**src/rtl/seq_alu_muldiv.sv**
```systemverilog
// Registered execute-stage ALU: single-cycle SPARC arithmetic/logic/shift ops plus
// iterative multiply/divide with a Y register, icc flags and a start/busy/done handshake.
module seq_alu_muldiv #(
    parameter int WIDTH = 32,
    parameter int SHW   = $clog2(WIDTH)
) (
    input  logic             clk,
    input  logic             reset,
    input  logic             start,
    input  logic [5:0]       op,
    input  logic [WIDTH-1:0] a,
    input  logic [WIDTH-1:0] b,
    input  logic             cin,
    input  logic             y_we,
    input  logic [WIDTH-1:0] y_in,
    output logic [WIDTH-1:0] res,
    output logic [WIDTH-1:0] y_out,
    output logic             n,
    output logic             z,
    output logic             v,
    output logic             c,
    output logic             busy,
    output logic             done,
    output logic             trap
);

    typedef enum logic [1:0] {S_IDLE, S_MUL, S_DIV, S_FIX} state_t;
    state_t r_state, w_next;

    logic [WIDTH-1:0] r_res, r_y, r_hi, r_lo, r_opb;
    logic [SHW-1:0]   r_cnt;
    logic             r_n, r_z, r_v, r_c, r_done, r_trap;
    logic             r_cc, r_is_div, r_neg_q, r_neg_r, r_ovf;

    // Handshake: an op is taken on a rising edge with start=1 while busy=0; done
    // (with trap on divide-by-zero/illegal op) is high for exactly one cycle after.
    logic w_low, w_is_mul, w_is_div, w_is_alu, w_is_shift, w_cc, w_accept, w_div0;
    assign w_low      = ~op[5];
    assign w_is_mul   = w_low && (op[3:1] == 3'b101);
    assign w_is_div   = w_low && (op[3:1] == 3'b111);
    assign w_is_alu   = w_low && ((op[3:0] <= 4'd8) || (op[3:0] == 4'd12));
    assign w_is_shift = (op == 6'd37) || (op == 6'd38) || (op == 6'd39);
    assign w_cc       = w_low && op[4];
    assign w_accept   = start && (r_state == S_IDLE);
    assign w_div0     = w_is_div && (b == '0);

    logic             w_cy;
    logic [WIDTH:0]   w_sum, w_dif;
    assign w_cy  = op[3] & cin;
    assign w_sum = {1'b0, a} + {1'b0, b} + {{WIDTH{1'b0}}, w_cy};
    assign w_dif = {1'b0, a} - {1'b0, b} - {{WIDTH{1'b0}}, w_cy};

    logic [WIDTH-1:0] w_alu_res;
    logic             w_alu_v, w_alu_c;
    always_comb begin
        w_alu_res = '0;
        w_alu_v   = 1'b0;
        w_alu_c   = 1'b0;
        if (w_is_shift) begin
            case (op[1:0])
                2'b01:   w_alu_res = a << b[SHW-1:0];
                2'b10:   w_alu_res = a >> b[SHW-1:0];
                default: w_alu_res = $unsigned($signed(a) >>> b[SHW-1:0]);
            endcase
        end else begin
            case (op[3:0])
                4'd0, 4'd8: begin
                    w_alu_res = w_sum[WIDTH-1:0];
                    w_alu_c   = w_sum[WIDTH];
                    w_alu_v   = (a[WIDTH-1] == b[WIDTH-1]) && (w_sum[WIDTH-1] != a[WIDTH-1]);
                end
                4'd4, 4'd12: begin
                    w_alu_res = w_dif[WIDTH-1:0];
                    w_alu_c   = w_dif[WIDTH];
                    w_alu_v   = (a[WIDTH-1] != b[WIDTH-1]) && (w_dif[WIDTH-1] != a[WIDTH-1]);
                end
                4'd1:    w_alu_res = a & b;
                4'd2:    w_alu_res = a | b;
                4'd3:    w_alu_res = a ^ b;
                4'd5:    w_alu_res = a & ~b;
                4'd6:    w_alu_res = a | ~b;
                4'd7:    w_alu_res = ~(a ^ b);
                default: w_alu_res = '0;
            endcase
        end
    end

    // Signed mul/div run on magnitudes; signs are re-applied in S_FIX.
    logic             w_a_neg, w_b_neg, w_ovf;
    logic [WIDTH-1:0] w_a_mag, w_b_mag;
    assign w_a_neg = op[0] & a[WIDTH-1];
    assign w_b_neg = op[0] & b[WIDTH-1];
    assign w_a_mag = w_a_neg ? -a : a;
    assign w_b_mag = w_b_neg ? -b : b;
    assign w_ovf   = w_is_div && op[0] && (a == {1'b1, {(WIDTH-1){1'b0}}}) && (b == '1);

    logic [WIDTH:0]     w_madd, w_trial;
    logic [2*WIDTH-1:0] w_prod;
    logic [WIDTH-1:0]   w_fix_res, w_fix_y;
    assign w_madd    = {1'b0, r_hi} + (r_lo[0] ? {1'b0, r_opb} : '0);
    assign w_trial   = {r_hi, r_lo[WIDTH-1]} - {1'b0, r_opb};
    assign w_prod    = r_neg_q ? -{r_hi, r_lo} : {r_hi, r_lo};
    assign w_fix_res = r_is_div ? (r_neg_q ? -r_lo : r_lo) : w_prod[WIDTH-1:0];
    assign w_fix_y   = r_is_div ? (r_neg_r ? -r_hi : r_hi) : w_prod[2*WIDTH-1:WIDTH];

    always_ff @(posedge clk or posedge reset) begin
        if (reset) r_state <= S_IDLE;
        else       r_state <= w_next;
    end

    always_comb begin
        w_next = r_state;
        case (r_state)
            S_IDLE: begin
                if (w_accept && w_is_mul)                 w_next = S_MUL;
                else if (w_accept && w_is_div && !w_div0) w_next = S_DIV;
            end
            S_MUL, S_DIV: if (r_cnt == SHW'(WIDTH-1)) w_next = S_FIX;
            S_FIX:   w_next = S_IDLE;
            default: w_next = S_IDLE;
        endcase
    end

    always_ff @(posedge clk or posedge reset) begin
        if (reset) begin
            r_res <= '0;  r_y <= '0;  r_hi <= '0;  r_lo <= '0;  r_opb <= '0;  r_cnt <= '0;
            r_n <= 1'b0;  r_z <= 1'b0;  r_v <= 1'b0;  r_c <= 1'b0;
            r_done <= 1'b0;  r_trap <= 1'b0;  r_cc <= 1'b0;  r_is_div <= 1'b0;
            r_neg_q <= 1'b0;  r_neg_r <= 1'b0;  r_ovf <= 1'b0;
        end else begin
            r_done <= 1'b0;
            r_trap <= 1'b0;
            case (r_state)
                S_IDLE: begin
                    // A mul/div start owns Y, so a coincident WRY is dropped.
                    if (y_we && !(start && (w_is_mul || w_is_div))) r_y <= y_in;
                    if (w_accept) begin
                        if (!(w_is_alu || w_is_shift || w_is_mul || w_is_div) || w_div0) begin
                            r_done <= 1'b1;
                            r_trap <= 1'b1;
                        end else if (w_is_alu || w_is_shift) begin
                            r_res  <= w_alu_res;
                            r_done <= 1'b1;
                            if (w_cc) begin
                                r_n <= w_alu_res[WIDTH-1];
                                r_z <= (w_alu_res == '0);
                                r_v <= w_alu_v;
                                r_c <= w_alu_c;
                            end
                        end else begin
                            r_hi     <= '0;
                            r_lo     <= w_a_mag;
                            r_opb    <= w_b_mag;
                            r_cnt    <= '0;
                            r_cc     <= w_cc;
                            r_is_div <= w_is_div;
                            r_neg_q  <= w_a_neg ^ w_b_neg;
                            r_neg_r  <= w_a_neg;
                            r_ovf    <= w_ovf;
                        end
                    end
                end
                S_MUL: begin
                    {r_hi, r_lo} <= {w_madd, r_lo[WIDTH-1:1]};
                    r_cnt        <= r_cnt + 1'b1;
                end
                S_DIV: begin
                    r_hi  <= w_trial[WIDTH] ? {r_hi[WIDTH-2:0], r_lo[WIDTH-1]} : w_trial[WIDTH-1:0];
                    r_lo  <= {r_lo[WIDTH-2:0], ~w_trial[WIDTH]};
                    r_cnt <= r_cnt + 1'b1;
                end
                S_FIX: begin
                    r_res  <= w_fix_res;
                    r_y    <= w_fix_y;
                    r_done <= 1'b1;
                    if (r_cc) begin
                        r_n <= w_fix_res[WIDTH-1];
                        r_z <= (w_fix_res == '0);
                        r_v <= r_is_div & r_ovf;
                        r_c <= 1'b0;
                    end
                end
                default: ;
            endcase
        end
    end

    assign res   = r_res;
    assign y_out = r_y;
    assign n     = r_n;
    assign z     = r_z;
    assign v     = r_v;
    assign c     = r_c;
    assign busy  = (r_state != S_IDLE);
    assign done  = r_done;
    assign trap  = r_trap;

endmodule

```
**config.mk**
```make
export PLATFORM = sky130hd
export DESIGN_NAME = seq_alu_muldiv
export DESIGN_NICKNAME = d
export VERILOG_FILES = /design/src/rtl/seq_alu_muldiv.sv
export SDC_FILE = /design/constraint.sdc
export NUM_CORES = 1
export LEC_CHECK = 0
export CORE_MARGIN = 10
export CORE_UTILIZATION = 55
export CTS_BUF_LIST = sky130_fd_sc_hd__clkbuf_8
export CTS_CLUSTER_SIZE = 14
export DETAILED_ROUTE_END_ITERATION = 16
export PLACE_DENSITY = 0.79
export SLEW_MARGIN = 20
export SYNTH_ARGS = -nofsm -noshare
export SYNTH_HDL_FRONTEND = slang
export SYNTH_SLANG_ARGS = --single-unit
```
**constraint.sdc**
```tcl
create_clock -name clk -period 8.5 [get_ports clk]
set_input_delay 1.7 -clock clk [delete_from_list [all_inputs] [get_ports clk]]
set_output_delay 1.7 -clock clk [all_outputs]
set_load 0.02 [all_outputs]
```
# [After elaboration in Yosys (flattened, before gate mapping)]
# Index checks and enable logic that the tools add are counted.
# Widths: inputs -> output; s select.
[totals] input_bits=107 wordCells=200 ff_bits=178
[op_classes] n_shift=3 bitwise=16 order_cmp=1 add_sub_neg=12 n_reduce_logical=46 n_mux=69 eq_ne=35
[ops] op="$mux 32" count=19
[ops] op="$pmux 32 s8" count=1
[ops] op="$pmux 32 s2" count=3
[ops] op="$pmux 32 s3" count=2
[ops] op="$neg 32->32" count=4
[ops] op="$logic_not 32->1" count=3
[ops] op="$add 32x32->33" count=2
[ops] op="$and 32x32->32" count=2
[ops] op="$eq 32x32->1 const B" count=2
[ops] op="$mux 64" count=1
[ops] op="$neg 64->64" count=1
[ops] op="$not 32->32" count=2
[ops] op="$or 32x32->32" count=2
[ops] op="$add 33x1->33" count=1
[ops] op="$sub 32x32->33" count=1
[ops] op="$sub 33x1->33" count=1
[ops] op="$sub 33x32->33" count=1
[ops] op="$shl 32x5->32" count=1
[ops] op="$shr 32x5->32" count=1
[ops] op="$sshr 32x5->32" count=1
[ops] op="$xor 32x32->32" count=1
[ops] op="$mux 1" count=28
[ops] op="$eq 6x6->1 const B" count=3
[ops] op="$eq 4x3->1 const B" count=4
[ops] op="33 further kinds" count=95

# [Logic depth before layout (Yosys ltp)]
[depth] depth_word=11 ltp_mapped=19 mapped_depth_nobuf=17

# [Worst setup path before layout]
# No wires, ideal clock.
[synth_timing] path_type="input to register" start="in b[0]" end="reg r_res[30] (netlist: res[30])" setup_time_ns=0.123 n_path_buf=4 slack_ns=2.283 required_time_ns=8.377 path_stages=19 arrival_ns=6.094 cell_sequence="buf_2 clkinv_1 buf_2 buf_1 clkbuf_1 fa_1 fa_1 nand2b_1 a31o_2 a221o_1 o21ai_1 a31oi_1 a311oi_1 nor2b_1 o31a_1 xor2_1 a221o_1 o21ai_0 nand2_1"
[synth_via] elab_chain_cells=8 elab_cells_between_ends=19 classes_between="4 x add/sub; 1 x eq/ne; 3 x shift; 7 x mux; 4 x reduce/logical"
[synth_rtl] item="from (decl)" line_no="12" text="input logic [WIDTH-1:0] b,"
[synth_rtl] item="$sub 32x32->33 / $add 32x32->33 (equally long branches)" line_no="51, 50"
[synth_rtl] item="$sub 33x1->33 / $add 33x1->33 (equally long branches)" line_no="51, 50"
[synth_rtl] item="$pmux 32 s8" line_no="66" text="case (op[3:0])"
[synth_rtl] item="$mux 32" line_no="59" text="if (w_is_shift) begin"
[synth_rtl] item="$mux 32" line_no="141" text="end else if (w_is_alu || w_is_shift) begin"
[synth_rtl] item="$mux 32" line_no="138" text="if (!(w_is_alu || w_is_shift || w_is_mul || w_is_div) || w_div0) begin"
[synth_rtl] item="$mux 32" line_no="137" text="if (w_accept) begin"
[synth_rtl] item="$pmux 32 s2" line_no="133" text="case (r_state)"
[synth_rtl] item="to (signal assigned)" line_no="142" text="r_res <= w_alu_res;"
[synth_rtl] item="to (signal assigned)" line_no="173" text="r_res <= w_fix_res;"
[synth_rtl] item="to (decl)" line_no="30" text="logic [WIDTH-1:0] r_res, r_y, r_hi, r_lo, r_opb;"
# Several ways; a longest one is shown, not always the timed one. The select of a mux whose other input is x is not followed.
# A chain may end at the register's enable or synchronous reset.

# [Worst setup path in the final report]
[layout_timing] start="in a[4]" end="reg r_z (netlist: z)"
[layout_via] elab_chain_cells=10 elab_cells_between_ends=22 classes_between="4 x add/sub; 3 x shift; 8 x mux; 6 x bitwise; 1 x reduce/logical"
[layout_rtl] item="from (decl)" line_no="11" text="input logic [WIDTH-1:0] a,"
[layout_rtl] item="$sub 32x32->33, or another cell as far along" line_no="51" text="assign w_dif = {1'b0, a} - {1'b0, b} - {{WIDTH{1'b0}}, w_cy};"
[layout_rtl] item="$sub 33x1->33, or another cell as far along" line_no="51"
[layout_rtl] item="$pmux 32 s8" line_no="66"
[layout_rtl] item="$mux 32 *" line_no="59"
[layout_rtl] item="$logic_not 32->1 *" line_no="146" text="r_z <= (w_alu_res == '0);"
[layout_rtl] item="$mux 1 *" line_no="144" text="if (w_cc) begin"
[layout_rtl] item="$mux 1 *" line_no="141"
[layout_rtl] item="$mux 1 *" line_no="138"
[layout_rtl] item="$mux 1 *" line_no="137"
[layout_rtl] item="$pmux 1 s2 *" line_no="133"
[layout_rtl] item="to (signal assigned)" line_no="146"
[layout_rtl] item="to (signal assigned)" line_no="178" text="r_z <= (w_fix_res == '0);"
[layout_rtl] item="to (decl)" line_no="32" text="logic r_n, r_z, r_v, r_c, r_done, r_trap;"
# Every way passes the cells marked *; elsewhere a longest branch is shown, timed or not. The select of a mux whose other input is x is not followed.

==> flow_summary_export.csv <==
group,metric,value,unit
outcome,run_status,"complete, no violations",
critical_path,critPathMaxFanout,13,
synthesis,synth.largest_area_cell,"dfrtp_1",
global_route,overflow,0,
drt,wl_per_cell,28.19,um
sta,whs,485.6,ps
placed_design,placed_area,27960,sq um
clock_tree,htreeDepth,4,
critical_path,cp.arrival,6830,ps
power,vdd_ir_drop_max,270.6,uV
synthesis,syn_avg_cell_area,7.391,sq um
clock_tree,hold_buffers,0,
power,p_leak,11.99,nW
drt,ant_nets,0,
synthesis,ys.flop_type,"dfrtp_1",
critical_path,critical_path_required,8940,ps
final_layout,drive_gt1_frac,0.07712,
die,rows,79,
sta,finalCritPeriodShare,0.7511,
global_route,grt_pass1_wl,172800,um
drt,drcViolationCount,0,
sta,setup_viol,0,
placed_design,portBuffers,177,
critical_path,crit_type,"in2reg",
placed_design,gp_congestion,1.138,
placed_design,place.detailed.hpwl,89870,um
sta,fin_crit,6384,ps
synthesis,ys_types,95,
sta,rsz0062_at_grt,"false",
die,dieArea,56120,sq um
synthesis,synth_area,25870,sq um
drt,drt_iter0_markers,4641,
clock_tree,cts_made_buffers,17,
sta,drv_slew,0,
clock_tree,cts-root-buf,"clkbuf_8",
global_route,grt_max_degree,117,
hold_path,hp-class,"reg2reg",
sta,setup_tns,0,ps
final_layout,final_util,0.6100,
clock_tree,path_clk_slew,110,ps
final_layout,multiInputGateArea,19710,sq um
critical_path,r2r_cells,15,
synthesis,synthCells,3501,
synthesis,synth_fp_nets,3788,
run,drv_cap,0,
power,power.density,283.7,nW/um^2
die,die_x,236.9,um
clock_tree,clockBufferDepth,2,
synthesis,synth.most_common_cell,"nor2_1",
clock_tree,clock_latency,540,ps
critical_path,r2r_start,"r_lo[0]",
synthesis,synth-seq-area-share,0.1721,
critical_path,r2r_end,"r_hi[31]",
hold_path,hold_end,"y_out[17]",
hold_path,hp-start,"y_out[17]",
synthesis,synth_edf_count,0,
clock_tree,numClockSinks,178,
sta,slew-limit-headroom,0.2156,
sta,hold_violations,0,
critical_path,critPathLaunchType,"input port",
hold_path,whs_path_depth,2,
drt,routed_via_density,7.055,
drt,drt_pass1_iterations,7,
clock_tree,cts_resized,0,
synthesis,ys_ff_latch,178,
synthesis,synth_top_area_frac,0.1721,
die,initial_utilization,0.5558,
sta,worst_pin_slew,1169,ps
synthesis,synth_area_leaders,"dfrtp_1 (17%), ha_1 (8.4%), a21oi_1 (6.2%)",
die,io_pins,178,
global_route,antenna_found_initial,5,
final_layout,area_delta_synth_final,9.753,%
global_route,grt_pass1_vias,27140,
critical_path,crit_start,"a[4]",
drt,vias,29290,
sta,fmax,0.1566,GHz
critical_path,cp-end-kind,"flop",
clock_tree,post-cts-setup-buffers,0,
critical_path,rrSetupSlack,3530,ps
drt,drt_wl_total,117000,um
die,die_y,236.9,um
die,fp.coreArea,46560,sq um
global_route,grt_usage,0.3964,
final_layout,nets,3814,
final_layout,fillCellCount,4391,
power,power.total,0.008057,W
clock_tree,cts_tree,"built",
synthesis,ys_async_sr_fraction,1.000,
synthesis,yosysWarnings,0,
final_layout,final-seq-area,4454,sq um
synthesis,netlist_top_cells_count,"nor2_1 (367), nand2_1 (351), a21oi_1 (322), o21ai_0 (259), inv_1 (182)",
sta,clock_skew,28.78,ps
final_layout,fin_area,28400,sq um
critical path: stages:
cell	delay (ps)
clkdlybuf4s50_1	750
inv_1	200
ha_1	410
inv_1	160
ha_1	390
a21o_1	240
a31o_2	260
a221o_1	430
o21ai_1	400
a31oi_1	210
a311oi_1	480
xnor2_1	120
a32oi_1	150
o21ai_0	190
nor4_1	400
nand4bb_1	150
o31ai_1	200
per-layer routing:
layer	GRT usage	vias up	share of wire
li1	-	12890	-
met1	0.4863	13560	0.36
met2	0.6039	2277	0.42
met3	0.08359	555	0.12
met4	0.2957	6	0.089
met5	0	-	0.00055
sequential cells by signal, indices dropped and copies added (netlist names):
| name | count |
|---|---|
| c | 1 |
| y_out | 32 |
| r_cc | 1 |
| r_cnt | 5 |
| res | 32 |
| r_lo | 32 |
| r_opb | 32 |
| done | 1 |
| r_ovf | 1 |
| r_neg_q | 1 |
| v | 1 |
| r_neg_r | 1 |
| r_is_div | 1 |
| r_hi | 32 |
| z | 1 |
| n | 1 |
| trap | 1 |
| r_state | 2 |
stage by stage:
stage | instances | worst slack [ps]
floorplan | 3501 | 1970
global placement | 4114 | 1811
detailed placement | 4114 | 1730
CTS | 4146 | 2289
global route | 4148 | 1925
finish | 4151 | 2116
worst max-delay path by stage:
stage	end	slack, ps	cells past startpoint
after floorplan	c	1970	1
after global placement	res[30]	1810	17
after detailed placement	z	1730	17
after CTS	z	2290	17
after global routing	z	1930	17
final	z	2120	17
report_power, final:
group / switching (W) / total [W] / internal (W)
Combinational: 0.00356 / 0.00568 / 0.00212
Sequential: 0.000505 / 0.00173 / 0.00123
Clock: 0.000395 / 0.000647 / 0.000252
logic make-up after synthesis:
group | count (synthesis) | synth area share
buffers and inverters | 438 | 0.06799
adders and majority gates | 180 | 0.08878
and+or+nand+nor | 1090 | 0.1943
AOI/OAI and AO/OA | 1192 | 0.3001
muxes | 183 | 0.09545
xor gates and xnor gates | 240 | 0.08124
DFF | 178 | 0.1721
layout make-up:
cell class,instances,share of cell area
diodes,4,0.0003525
clock buffers,17,0.008239
clock inverters,15,0.006477
inverters,191,0.02551
multi-input cells,2885,0.6941
flip-flops and latches,178,0.1568
well taps,607,0.02674
repair buffers,254,0.08177
layout by cell type (no fill, tap or decap), types with 11 or more instances in the layout:
| cell | netlist | routed |
|---|---|---|
| and3_1 | 20 | 20 |
| a211oi_1 | 35 | 35 |
| o21bai_1 | 20 | 20 |
| nand2_1 | 351 | 350 |
| a21o_1 | 58 | 58 |
| o21a_1 | 14 | 14 |
| clkdlybuf4s50_1 | 0 | 171 |
| nor3_1 | 56 | 56 |
| ha_1 | 174 | 171 |
| o31ai_1 | 66 | 66 |
| mux4_2 | 46 | 46 |
| o211ai_1 | 37 | 37 |
| a21oi_1 | 322 | 322 |
| nand3_1 | 48 | 48 |
| inv_1 | 182 | 181 |
| clkbuf_8 | 0 | 17 |
| nand2b_1 | 34 | 34 |
| or3_1 | 21 | 21 |
| o22ai_1 | 53 | 53 |
| nor4_1 | 33 | 32 |
| buf_4 | 4 | 78 |
| and2_1 | 24 | 24 |
| dfrtp_1 | 178 | 178 |
| a31oi_1 | 38 | 37 |
| or4_1 | 12 | 12 |
| xor2_1 | 85 | 85 |
| xnor2_1 | 155 | 155 |
| o221ai_1 | 20 | 20 |
| o21ai_0 | 259 | 259 |
| nor2b_1 | 39 | 39 |
| a22oi_1 | 29 | 29 |
| mux2i_1 | 87 | 87 |
| a221oi_1 | 62 | 62 |
| nand4_1 | 31 | 31 |
| or2_2 | 13 | 13 |
| o21ai_1 | 13 | 13 |
| o41ai_1 | 11 | 11 |
| mux2_2 | 50 | 50 |
| nor2_1 | 367 | 365 |
Power figures use the tool's default switching activity.
